[src/rtl/bus_arbiter_param.sv]
// Serial-address bus arbiter. Picks one of NUM_MASTERS requesters (fixed or
// round-robin), shifts in its slave address MSB first, then holds one-hot
// master/slave grants until the owner lets go, the address is bad, or the
// watchdog fires. Every release passes through a one-cycle RELEASE bubble.
module bus_arbiter_param #(
  parameter int NUM_MASTERS = 2,
  parameter int NUM_SLAVES  = 3,
  parameter int SEL_W       = 2,
  parameter int RR_MODE     = 1,
  parameter int TIMEOUT     = 4096,
  parameter int MIDX_W      = (NUM_MASTERS > 1) ? $clog2(NUM_MASTERS) : 1
) (
  input  logic                   clk,
  input  logic                   reset,
  input  logic [NUM_MASTERS-1:0] m_request,
  input  logic                   slave_select,
  output logic [NUM_MASTERS-1:0] m_grant,
  output logic [MIDX_W-1:0]      bus_grant,
  output logic [NUM_SLAVES-1:0]  slave_grant,
  output logic                   busy,
  output logic                   err_slave,
  output logic                   timeout
);
  // Watchdog only has to reach TIMEOUT-1, so it can never wrap.
  localparam int WD_W    = (TIMEOUT > 0) ? $clog2(TIMEOUT + 1) : 1;
  localparam int WD_LAST = (TIMEOUT > 0) ? TIMEOUT - 1 : 0;
  localparam int BC_W    = (SEL_W > 1) ? $clog2(SEL_W) : 1;

  typedef enum logic [2:0] {S_IDLE, S_GRANT, S_SEL, S_CONN, S_REL} state_t;

  state_t                  state_q;
  logic [MIDX_W-1:0]       own_q, last_q, bus_grant_q;
  logic [SEL_W-1:0]        addr_q, addr_d;
  logic [BC_W-1:0]         bcnt_q;
  logic [WD_W-1:0]         wd_q;
  logic [NUM_MASTERS-1:0]  m_grant_q;
  logic [NUM_SLAVES-1:0]   slave_grant_q;
  logic                    busy_q, err_q, tmo_q;

  logic [MIDX_W-1:0]       start_idx, win_idx;
  logic [MIDX_W:0]         cand;
  logic                    win_vld;
  logic                    own_req, addr_ok, last_bit, wd_exp;
  logic                    rel_d, err_d, tmo_d;

  // Arbitration: scan from the RR pointer (or index 0) and take the first requester.
  always_comb begin
    start_idx = '0;
    if (RR_MODE != 0 && last_q != MIDX_W'(NUM_MASTERS - 1))
      start_idx = last_q + 1'b1;
    win_idx = '0;
    win_vld = 1'b0;
    cand    = '0;
    // Walk backwards so the candidate closest to start_idx is the last one written.
    for (int k = NUM_MASTERS - 1; k >= 0; k--) begin
      cand = {1'b0, start_idx} + (MIDX_W+1)'(k);
      if (cand >= (MIDX_W+1)'(NUM_MASTERS))
        cand = cand - (MIDX_W+1)'(NUM_MASTERS);
      if (m_request[cand[MIDX_W-1:0]]) begin
        win_idx = cand[MIDX_W-1:0];
        win_vld = 1'b1;
      end
    end
  end

  // Exit conditions; an owner drop outranks both a bad address and a timeout.
  always_comb begin
    own_req  = m_request[own_q];
    addr_d   = SEL_W'({addr_q, slave_select});
    addr_ok  = ({1'b0, addr_d} < (SEL_W+1)'(NUM_SLAVES));
    last_bit = (bcnt_q == BC_W'(SEL_W - 1));
    wd_exp   = (TIMEOUT != 0) && (wd_q == WD_W'(WD_LAST));
    rel_d    = 1'b0;
    err_d    = 1'b0;
    tmo_d    = 1'b0;
    case (state_q)
      S_GRANT: rel_d = !own_req;
      S_SEL: begin
        rel_d = !own_req || (last_bit && !addr_ok);
        err_d = own_req && last_bit && !addr_ok;
      end
      S_CONN: begin
        rel_d = !own_req || wd_exp;
        tmo_d = own_req && wd_exp;
      end
      default: ;
    endcase
  end

  // Transaction FSM with registered grant/status outputs.
  always_ff @(posedge clk or posedge reset) begin
    if (reset) begin
      state_q       <= S_IDLE;
      own_q         <= '0;
      last_q        <= MIDX_W'(NUM_MASTERS - 1);
      addr_q        <= '0;
      bcnt_q        <= '0;
      wd_q          <= '0;
      m_grant_q     <= '0;
      bus_grant_q   <= '0;
      slave_grant_q <= '0;
      busy_q        <= 1'b0;
      err_q         <= 1'b0;
      tmo_q         <= 1'b0;
    end else begin
      err_q <= err_d;
      tmo_q <= tmo_d;
      if (rel_d) begin
        m_grant_q     <= '0;
        bus_grant_q   <= '0;
        slave_grant_q <= '0;
        busy_q        <= 1'b0;
        state_q       <= S_REL;
      end else begin
        case (state_q)
          S_IDLE: if (win_vld) begin
            own_q       <= win_idx;
            m_grant_q   <= NUM_MASTERS'(1) << win_idx;
            bus_grant_q <= win_idx;
            busy_q      <= 1'b1;
            addr_q      <= '0;
            state_q     <= S_GRANT;
          end
          S_GRANT: state_q <= S_SEL;
          S_SEL: begin
            addr_q <= addr_d;
            if (last_bit) begin
              slave_grant_q <= NUM_SLAVES'(1) << addr_d;
              state_q       <= S_CONN;
            end else begin
              bcnt_q <= bcnt_q + 1'b1;
            end
          end
          S_CONN: if (TIMEOUT != 0) wd_q <= wd_q + 1'b1;
          S_REL: begin
            last_q  <= own_q;
            wd_q    <= '0;
            bcnt_q  <= '0;
            state_q <= S_IDLE;
          end
          default: state_q <= S_IDLE;
        endcase
      end
    end
  end

  assign m_grant     = m_grant_q;
  assign bus_grant   = bus_grant_q;
  assign slave_grant = slave_grant_q;
  assign busy        = busy_q;
  assign err_slave   = err_q;
  assign timeout     = tmo_q;
endmodule
[config.mk]
export PLATFORM = sky130hd
export DESIGN_NAME = bus_arbiter_param
export DESIGN_NICKNAME = d
export VERILOG_FILES = /design/src/rtl/bus_arbiter_param.sv
export SDC_FILE = /design/constraint.sdc
export NUM_CORES = 1
export LEC_CHECK = 0
export CORE_MARGIN = 2
export CORE_UTILIZATION = 45
export CTS_CLUSTER_SIZE = 40
export DETAILED_ROUTE_END_ITERATION = 6
export GPL_ROUTABILITY_DRIVEN = 0
export HOLD_SLACK_MARGIN = 0.1
export PLACE_DENSITY_LB_ADDON = 0.05
export SLEW_MARGIN = 20
export SYNTH_ARGS = -nofsm -noshare
export SYNTH_HDL_FRONTEND = slang
export SYNTH_SLANG_ARGS = --single-unit
[constraint.sdc]
create_clock -name clk -period 1.4 [get_ports clk]
set_input_delay 0.14 -clock clk [delete_from_list [all_inputs] [get_ports clk]]
set_output_delay 0.14 -clock clk [all_outputs]
set_load 0.02 [all_outputs]
== Yosys cells after proc, flatten, opt, wreduce, memory -nomap -nowiden ==
Cells that the tools add are included.

* Output and inout bits: 9
* Flip-flop bits (word level): 29
* Input bits: 5
* Word-level logic and storage cells: 97

* Mux-type cells: 37
* $add $sub $neg: 6
* Magnitude comparators: 6
* Equal/unequal tests: 9
* Reduce and logical (&&, ||, !) cells: 24
* Bitwise operators: 1
* Shift-type cells: 2

{| class="wikitable"
|+ Operators with widths
! operator !! number
|-
| $pmux W13 S2 || 1
|-
| $mux W1 || 23
|-
| $mux W3 || 6
|-
| $reduce_bool A2 Y1 || 7
|-
| $add A13 B1 Y13 const B || 1
|-
| $eq A13 B12 Y1 const B || 1
|-
| $pmux W3 S4 || 1
|-
| $reduce_and A2 Y1 || 5
|-
| $reduce_and A3 Y1 || 3
|-
| $eq A3 B2 Y1 const B || 2
|-
| $lt A1 B2 Y1 const B || 3
|-
| $mux W2 || 3
|-
| $ne A3 B3 Y1 const B || 2
|-
| $logic_and A1 B1 Y1 || 4
|-
| $ne A2 B2 Y1 const B || 2
|-
| $pmux W1 S2 || 2
|-
| $eq A3 B1 Y1 const B || 1
|-
| $eq A3 B3 Y1 const B || 1
|-
| $logic_not A3 Y1 || 1
|-
| $pmux W1 S3 || 1
|-
| $shl A1 B2 Y3 const A || 1
|-
| $add A1 B1 Y1 const B || 2
|-
| $add A1 B1 Y2 const B || 1
|-
| $ge A1 B2 Y1 const B || 1
|-
| 7 further kinds || 10
|}

== Longest topological paths before layout ==
Gate-level depths: netlist of run 1.

* Word-level depth: 13
* Gate-level depth with buffers: 7

== Least setup slack after synthesis of run 1 ==
OpenSTA, ideal clock, no wires.

* Path kind: register -> register
* Start point: register state_q[2]
* End point: register bus_grant_q, in the netlist bus_grant
* Setup time: 128 ps
* Setup slack: -157 ps
* Path buffers: 2
* Arrival time: 1,430 ps
* Data required time: 1,272 ps
* Cell stages (with the launch flop): 6
* Cells stage by stage: dfrtp_1 buf_6 or4_2 clkbuf_1 nand2_1 o22ai_1

* Cells in the longest elaborated chain, start to end: 4

{| class="wikitable"
|+ RTL lines
! item !! RTL line !! text
|-
| start: declaration || 31 || <nowiki>state_t state_q;</nowiki>
|-
| start signal: assignment || 93 || <nowiki>state_q <= S_IDLE;</nowiki>
|-
| start signal: assignment || 113 || <nowiki>state_q <= S_REL;</nowiki>
|-
| start signal: assignment || 122 || <nowiki>state_q <= S_GRANT;</nowiki>
|-
| $eq A3 B2 Y1 / $eq A3 B1 Y1 (equally long branches) || 76 || <nowiki>case (state_q)</nowiki>
|-
| $pmux W1 S3 || 76 ||
|-
| $reduce_bool A2 Y1 (no line) || - ||
|-
| $reduce_and A2 Y1 (no line) || - ||
|-
| end signal: assignment || 119 || <nowiki>bus_grant_q <= win_idx;</nowiki>
|-
| end: declaration || 32 || <nowiki>logic [MIDX_W-1:0] own_q, last_q, bus_grant_q;</nowiki>
|}

Several ways; a longest one is shown, not always the timed one.
A chain may end at the register's enable or synchronous reset.

== Worst setup path in the final report of run 1 ==
* Start point: register wd_q[1]
* End point: register wd_q[9]

* Cells in the longest elaborated chain, start to end: 5

{| class="wikitable"
|+ RTL lines
! item !! RTL line !! text
|-
| start: declaration || 35 || <nowiki>logic [WD_W-1:0] wd_q;</nowiki>
|-
| start signal: assignment || 134 || <nowiki>S_CONN: if (TIMEOUT != 0) wd_q <= wd_q + 1'b1;</nowiki>
|-
| parallel branches: the longest is 5 deep, another holds $add A13 B1 Y13 || - ||
|}

Parallel ways; which one is timed is not known.

==> results of run 1 <==
cell usage in the layout, fill, tap and decap left out, drive strengths merged, types with 2 or more instances in the layout:
cell type,n
buf,52
dfrtp,27
nand2,15
a21oi,13
dlygate4sd2,9
nor2,9
o31ai,8
nand3,8
o21ai,8
or4,7
nor3,6
inv,5
clkdlybuf4s50,4
nand4,4
and4,3
clkbuf,3
o22ai,3
and3,3
a211oi,2
and2,2
mux2i,2
flip-flops by register name, indices dropped and copies added, names as in the netlist:
name         cells
addr_q           1
bcnt_q           1
bus_grant        1
busy             1
err_slave        1
last_q           1
m_grant          1
own_q            1
slave_grant      3
state_q          3
timeout          1
wd_q            13
path summary, 6_finish.rpt:
kind	from	to	slack [ns]	depth (start not counted)
min in group clk	slave_select	err_slave	0.45	3
worst min-delay path	reset	state_q[0]	0.11	3
worst max register to register	wd_q[1]	wd_q[9]	-0.23	6
max in group asynchronous	reset	last_q	1.06	3
worst max-delay path	wd_q[1]	wd_q[9]	-0.23	6
worst min register to register	last_q	last_q	0.47	2
layer usage:
layer	track usage (%)	routed length (um)	vias up
li1	-	-	685
met1	30.3	1740	701
met2	34.3	1860	29
met3	3.57	112	2
met4	7.14	14	0
met5	0	0	-
worst min-delay path, delay by kind of cell:
family | cells | cell delay, ns
buffers and inverters | 3 | 0.69
logic make-up after synthesis:
| kind of cell | share of synthesized area [%] |
|---|---|
| AOI/OAI and AO/OA | 17.3 |
| muxes | 2.38 |
| adders and majority gates | 0.849 |
| buffers and inverters | 5.35 |
| DFF | 47.7 |
| and+or+nand+nor | 26.4 |
per-stage QoR:
| stage | worst slack (ns) | hold WS, ns | instance area, um2 |
|---|---|---|---|
| final | -0.230 | 0.113 | 2250 |
| after global routing | -0.312 | 0.112 | 2250 |
| after CTS | -0.230 | 0.109 | 2120 |
| after detailed placement | -0.265 | 0.453 | 1980 |
| after global placement | -0.246 | 0.451 | 1980 |
| after floorplan | -0.0758 | 0.205 | 1530 |
repair_timing:
action,4_1_cts,5_1_grt
gates resized for setup,19,23
buffers inserted,7,5
pin swaps,10,14
endpoints found under the setup margin,33,26
power by group:
part | internal (mW) | total, mW | switching, mW | leakage (nW)
Combinational | 0.806 | 1.61 | 0.805 | 0.611
Clock | 0.289 | 0.547 | 0.258 | 0.0279
Sequential | 1.01 | 1.17 | 0.159 | 0.363
Total | 2.11 | 3.33 | 1.22 | 1.00
cell type report:
type / count / area, um2
clock buffer: 3 / 22.5
inverter: 5 / 18.8
multi-input combinational: 109 / 850
sequential: 28 / 708
tap: 44 / 55.1
timing repair buffer: 65 / 562
fill: 227 / 832
clock inverter: 1 / 30.0
==> qor.yml, run 1 <==
sta:
  fin_crit_ns: 1.63
  finClkSkew_ns: 0.0141
  rsz0062_at_grt: "true"
  max_freq_mhz: 613
  period_share_pct: 116
  setup_viol_count_final: 23
  finalWorstSetupSlack_ns: -0.230
  worst_pin_slew_ns: 0.289
  slew_viol_final: 0
  setup-tns-final_ns: -2.85
  hold_viol: 0
  slew_headroom_pct: 80.5
global_route:
  grt_antenna_before_repair: 0
  track_usage_pct: 21.7
  grt_overflow: 0
  grt_pass1_vias: 1338
  grt_start_max_net_pins: 29
  grt_first_pass_wirelength_um: 6070
synth:
  synth_cells: 150
  ys_ff_latch: 28
  synth_top_area_share_pct: 45.9
  synth.most_common_cell: "dfrtp_1"
  seq_area_frac_synth_pct: 47.7
  synthTopCellsByCount: "dfrtp_1 (27), nand2_1 (14), a21oi_1 (13), nor2_1 (9)"
  synth_area_per_cell_um2: 9.82
  ys.flop_type: "dfrtp_1"
  syn-cell-area_um2: 1470
  async_reset_ff_share_pct: 100
  synth_cell_type_count: 43
  synth-edff-count: 0
  synth_area_leaders: "dfrtp_1 (46%), a21oi_1 (4.4%), o31ai_1 (4.1%), nand2_1 (3.6%), or4_1 (3.1%)"
  synth_nets: 156
  synth_warnings: 0
  synth_top_area_cell: "dfrtp_1"
worst_setup_path:
  cp-start-kind: "flop"
  critPathMaxStageDelay_ns: 0.51
  path_buf_inv: 1
  cp_data_arrival_time_ns: 1.90
  path_max_fanout: 5
  required_ns: 1.67
  cp_cell_sequence: "ha_4 > nand3_4 > nor4_4 > buf_4 > or4_1 > a21oi_1"
  cpMaxStageDelayCell: "or4_1"
  crit_path_end_kind: "flop"
  crit_family: "simple AND/OR/NAND/NOR gates"
  worstSetupPathType: "reg2reg"
clock_network:
  cts.sinks: 28
  clkTransAtPathRegs_ns: 0.17
  htreeDepth: 1
  cts_tree: "yes"
  cts.path.max_buffers: 2
  cts-root-buf: "clkbuf_4"
  cts_hold_buf: 0
  clkLatencyLatePin_ns: 0.34
  numCtsBuffers: 3
finish:
  fin_cells: 255
  n_antenna_cell: 0
  syn_to_final_growth_pct: 52.5
  postLayoutCoreUtil_pct: 73.0
  nets: 218
  final_layout_size_suffix_gt1_share_pct: 43.1
drt:
  wl_per_cell_um: 14.6
  vias: 1417
  ant_nets: 0
  drt_wl_total_um: 3730
  drt_iter0_markers: 74
  drc: 0
  drt_first_pass_iters: 4
  avgViaCountPerCell: 5.56
floorplanning:
  core_um2: 3080
  initial_core_util_pct: 47.8
  die_x_um: 61.2
  num_rows: 20
  io_pins: 14
  fp.dieH_um: 61.2
  die-area_um2: 3750
flow_run:
  maxCapViolCount: 0
worst_hold_path:
  hold_class: "in2async"
placement:
  numPlacedInstances: 240
  dp.final_hpwl_um: 2610
  numPortBuffers: 13
outcome:
  status: "complete, but fails checks"
  violations: "setup timing"
power_and_ir_drop:
  leakagePower_nw: 1.00
  fin_total_pwr_mw: 3.33
  ir_worst_vdd_v: 0.00111
  powerDensity_nw_per_um2: 1480
Power figures use the tool's default switching activity.
==> inputs of run 2 (changes only) <==
--- a/config.mk
+++ b/config.mk
@@ -7,11 +7,13 @@
 export LEC_CHECK = 0
 export CORE_MARGIN = 2
 export CORE_UTILIZATION = 45
+export CTS_BUF_LIST = sky130_fd_sc_hd__clkbuf_4 sky130_fd_sc_hd__clkbuf_8
 export CTS_CLUSTER_SIZE = 40
 export DETAILED_ROUTE_END_ITERATION = 6
 export GPL_ROUTABILITY_DRIVEN = 0
 export HOLD_SLACK_MARGIN = 0.1
 export PLACE_DENSITY_LB_ADDON = 0.05
+export SKIP_LAST_GASP = 1
 export SLEW_MARGIN = 20
 export SYNTH_ARGS = -nofsm -noshare
 export SYNTH_HDL_FRONTEND = slang
==> run 2 against run 1 <==
The flow still finishes with violations (setup timing). Largest power group unchanged. First-iteration DRC count rose by 45%. Clock power fell by 0.9%. Critical path depth did not move. Total power fell by 2.8%. Worst hold slack improved by 0.0027 ns. Setup slack improved by 0.0030 ns.
==> qor.yml, run 2 (synthesized netlist as in run 1, its figures left out) <==
finish:
  final_common_cell: "buf_4"
  final_cell_mix: "buf_4 (45), dfrtp_1 (24), nand2_1 (14), dlygate4sd2_1 (9)"
  fillerInstances: 236
  nets: 217
  final_layout_size_suffix_gt1_share_pct: 41.9
  seq_area_um2: 706
  fin_cells: 254
  n_antenna_cell: 0
  syn_to_final_growth_pct: 51.0
  largest_reg_flops: 13
  top_register: "wd_q"
  multi_input_area_um2: 841
placement:
  numPortBuffers: 13
  numPlacedInstances: 240
  dp.final_hpwl_um: 2610
drt:
  drt_first_pass_iters: 4
  drt_iter0_markers: 107
  drc: 0
  ant_nets: 0
  drt_wl_total_um: 3760
  avgViaCountPerCell: 5.46
  wl_per_cell_um: 14.8
  vias: 1387
sta:
  period_share_pct: 116
  finalWorstSetupSlack_ns: -0.227
  max_freq_mhz: 615
  rsz0062_at_grt: "true"
  slew_headroom_pct: 80.6
  hold_viol: 0
  worst_pin_slew_ns: 0.289
  finClkSkew_ns: 0.00771
  whs_ns: 0.116
  fin_crit_ns: 1.63
  slew_viol_final: 0
  setup_viol_count_final: 24
power_and_ir_drop:
  leakagePower_nw: 0.994
  fin_total_pwr_mw: 3.24
  powerDensity_nw_per_um2: 1460
  ir_worst_vdd_v: 0.00107
clock_network:
  clkTransAtPathRegs_ns: 0.16
  cts.sinks: 28
  cts.path.max_buffers: 2
  numCtsBuffers: 3
  cts_tree: "yes"
  clkLatencyLatePin_ns: 0.33
  htreeDepth: 1
  cts-root-buf: "clkbuf_4"
worst_setup_path:
  cpMaxStageDelayCell: "dfrtp_1"
  cp_cell_sequence: "ha_4 > buf_6 > and3_4 > nand4_1 > o311ai_2 > o41ai_2"
  cp_data_arrival_time_ns: 1.86
  crit_path_end_kind: "flop"
  required_ns: 1.63
  critPathMaxStageDelay_ns: 0.43
  cp-start-kind: "flop"
  path_max_fanout: 5
  path_buf_inv: 1
  crit_family: "flip-flops"
  worstSetupPathType: "reg2reg"
global_route:
  grt_pass1_vias: 1367
  grt_antenna_before_repair: 0
  track_usage_pct: 22.0
  grt_overflow: 0
  grt_first_pass_wirelength_um: 6150
  grt_start_max_net_pins: 29
outcome:
  status: "complete, but fails checks"
  violations: "setup timing"
floorplanning:
  core_um2: 3080
  die-area_um2: 3750
  fp.dieH_um: 61.2
  die_x_um: 61.2
  initial_core_util_pct: 47.8
  io_pins: 14
  num_rows: 20
worst_hold_path:
  hold_class: "in2async"
flow_run:
  maxCapViolCount: 0
run 2: worst reg2reg max path: stages, from the launching register on:
cell	delay, ns
dfrtp_1	0.43
ha_4	0.18
buf_6	0.10
and3_4	0.18
nand4_1	0.22
o311ai_2	0.32
o41ai_2	0.11
run 2: layer usage:
layer,vias up,track usage [%],wire length [um]
met1,677,30.1,1780
met3,6,3.99,81
li1,686,-,-
met4,0,8.39,48
met2,18,34.8,1840
met5,-,0,0
run 2: layout make-up:
| cell class | instances | share of cell area, % |
|---|---|---|
| clock buffers | 3 | 1.01 |
| clock inverters | 1 | 1.35 |
| inverters | 5 | 0.844 |
| multi-input cells | 109 | 37.8 |
| flip-flops and latches | 28 | 31.7 |
| well taps | 44 | 2.48 |
| repair buffers | 64 | 24.8 |
run 2: worst paths after layout:
kind                              start             end  slack, ns  cells after the start
hold reg to reg                  last_q          last_q       0.47                      2
setup reg to reg                wd_q[0]        wd_q[10]      -0.23                      6
min in group clk           slave_select       err_slave       0.46                      3
hold / removal                    reset  slave_grant[0]       0.12                      3
setup / recovery                wd_q[0]        wd_q[10]      -0.23                      6
max in group asynchronous         reset          last_q       1.06                      3
run 2: repair_timing:
action                     in CTS  in global routing
hold buffers                    0                  0
buffers inserted                7                  4
pin swaps                      10                 11
resized for setup              17                 20
setup endpoints to repair      33                 26
gates cloned                    0                  0
run 2: where the power goes:
| part | internal, mW | leakage, nW | switching, mW |
|---|---|---|---|
| Sequential | 1.00 | 0.366 | 0.158 |
| Combinational | 0.751 | 0.600 | 0.779 |
| Clock | 0.289 | 0.0279 | 0.253 |
| Total | 2.05 | 0.994 | 1.19 |
run 2: through the flow:
stage / worst slack [ns] / area, um2 / utilization [%] / setup TNS, ns
CTS: -0.230 / 2110 / 68.5 / -2.71
floorplan: -0.0758 / 1530 / - / -0.810
global route: -0.299 / 2220 / 72.2 / -4.35
global placement: -0.246 / 1980 / 64.4 / -4.16
finish: -0.227 / 2220 / 72.2 / -3.09
detailed placement: -0.265 / 1980 / 64.4 / -4.86
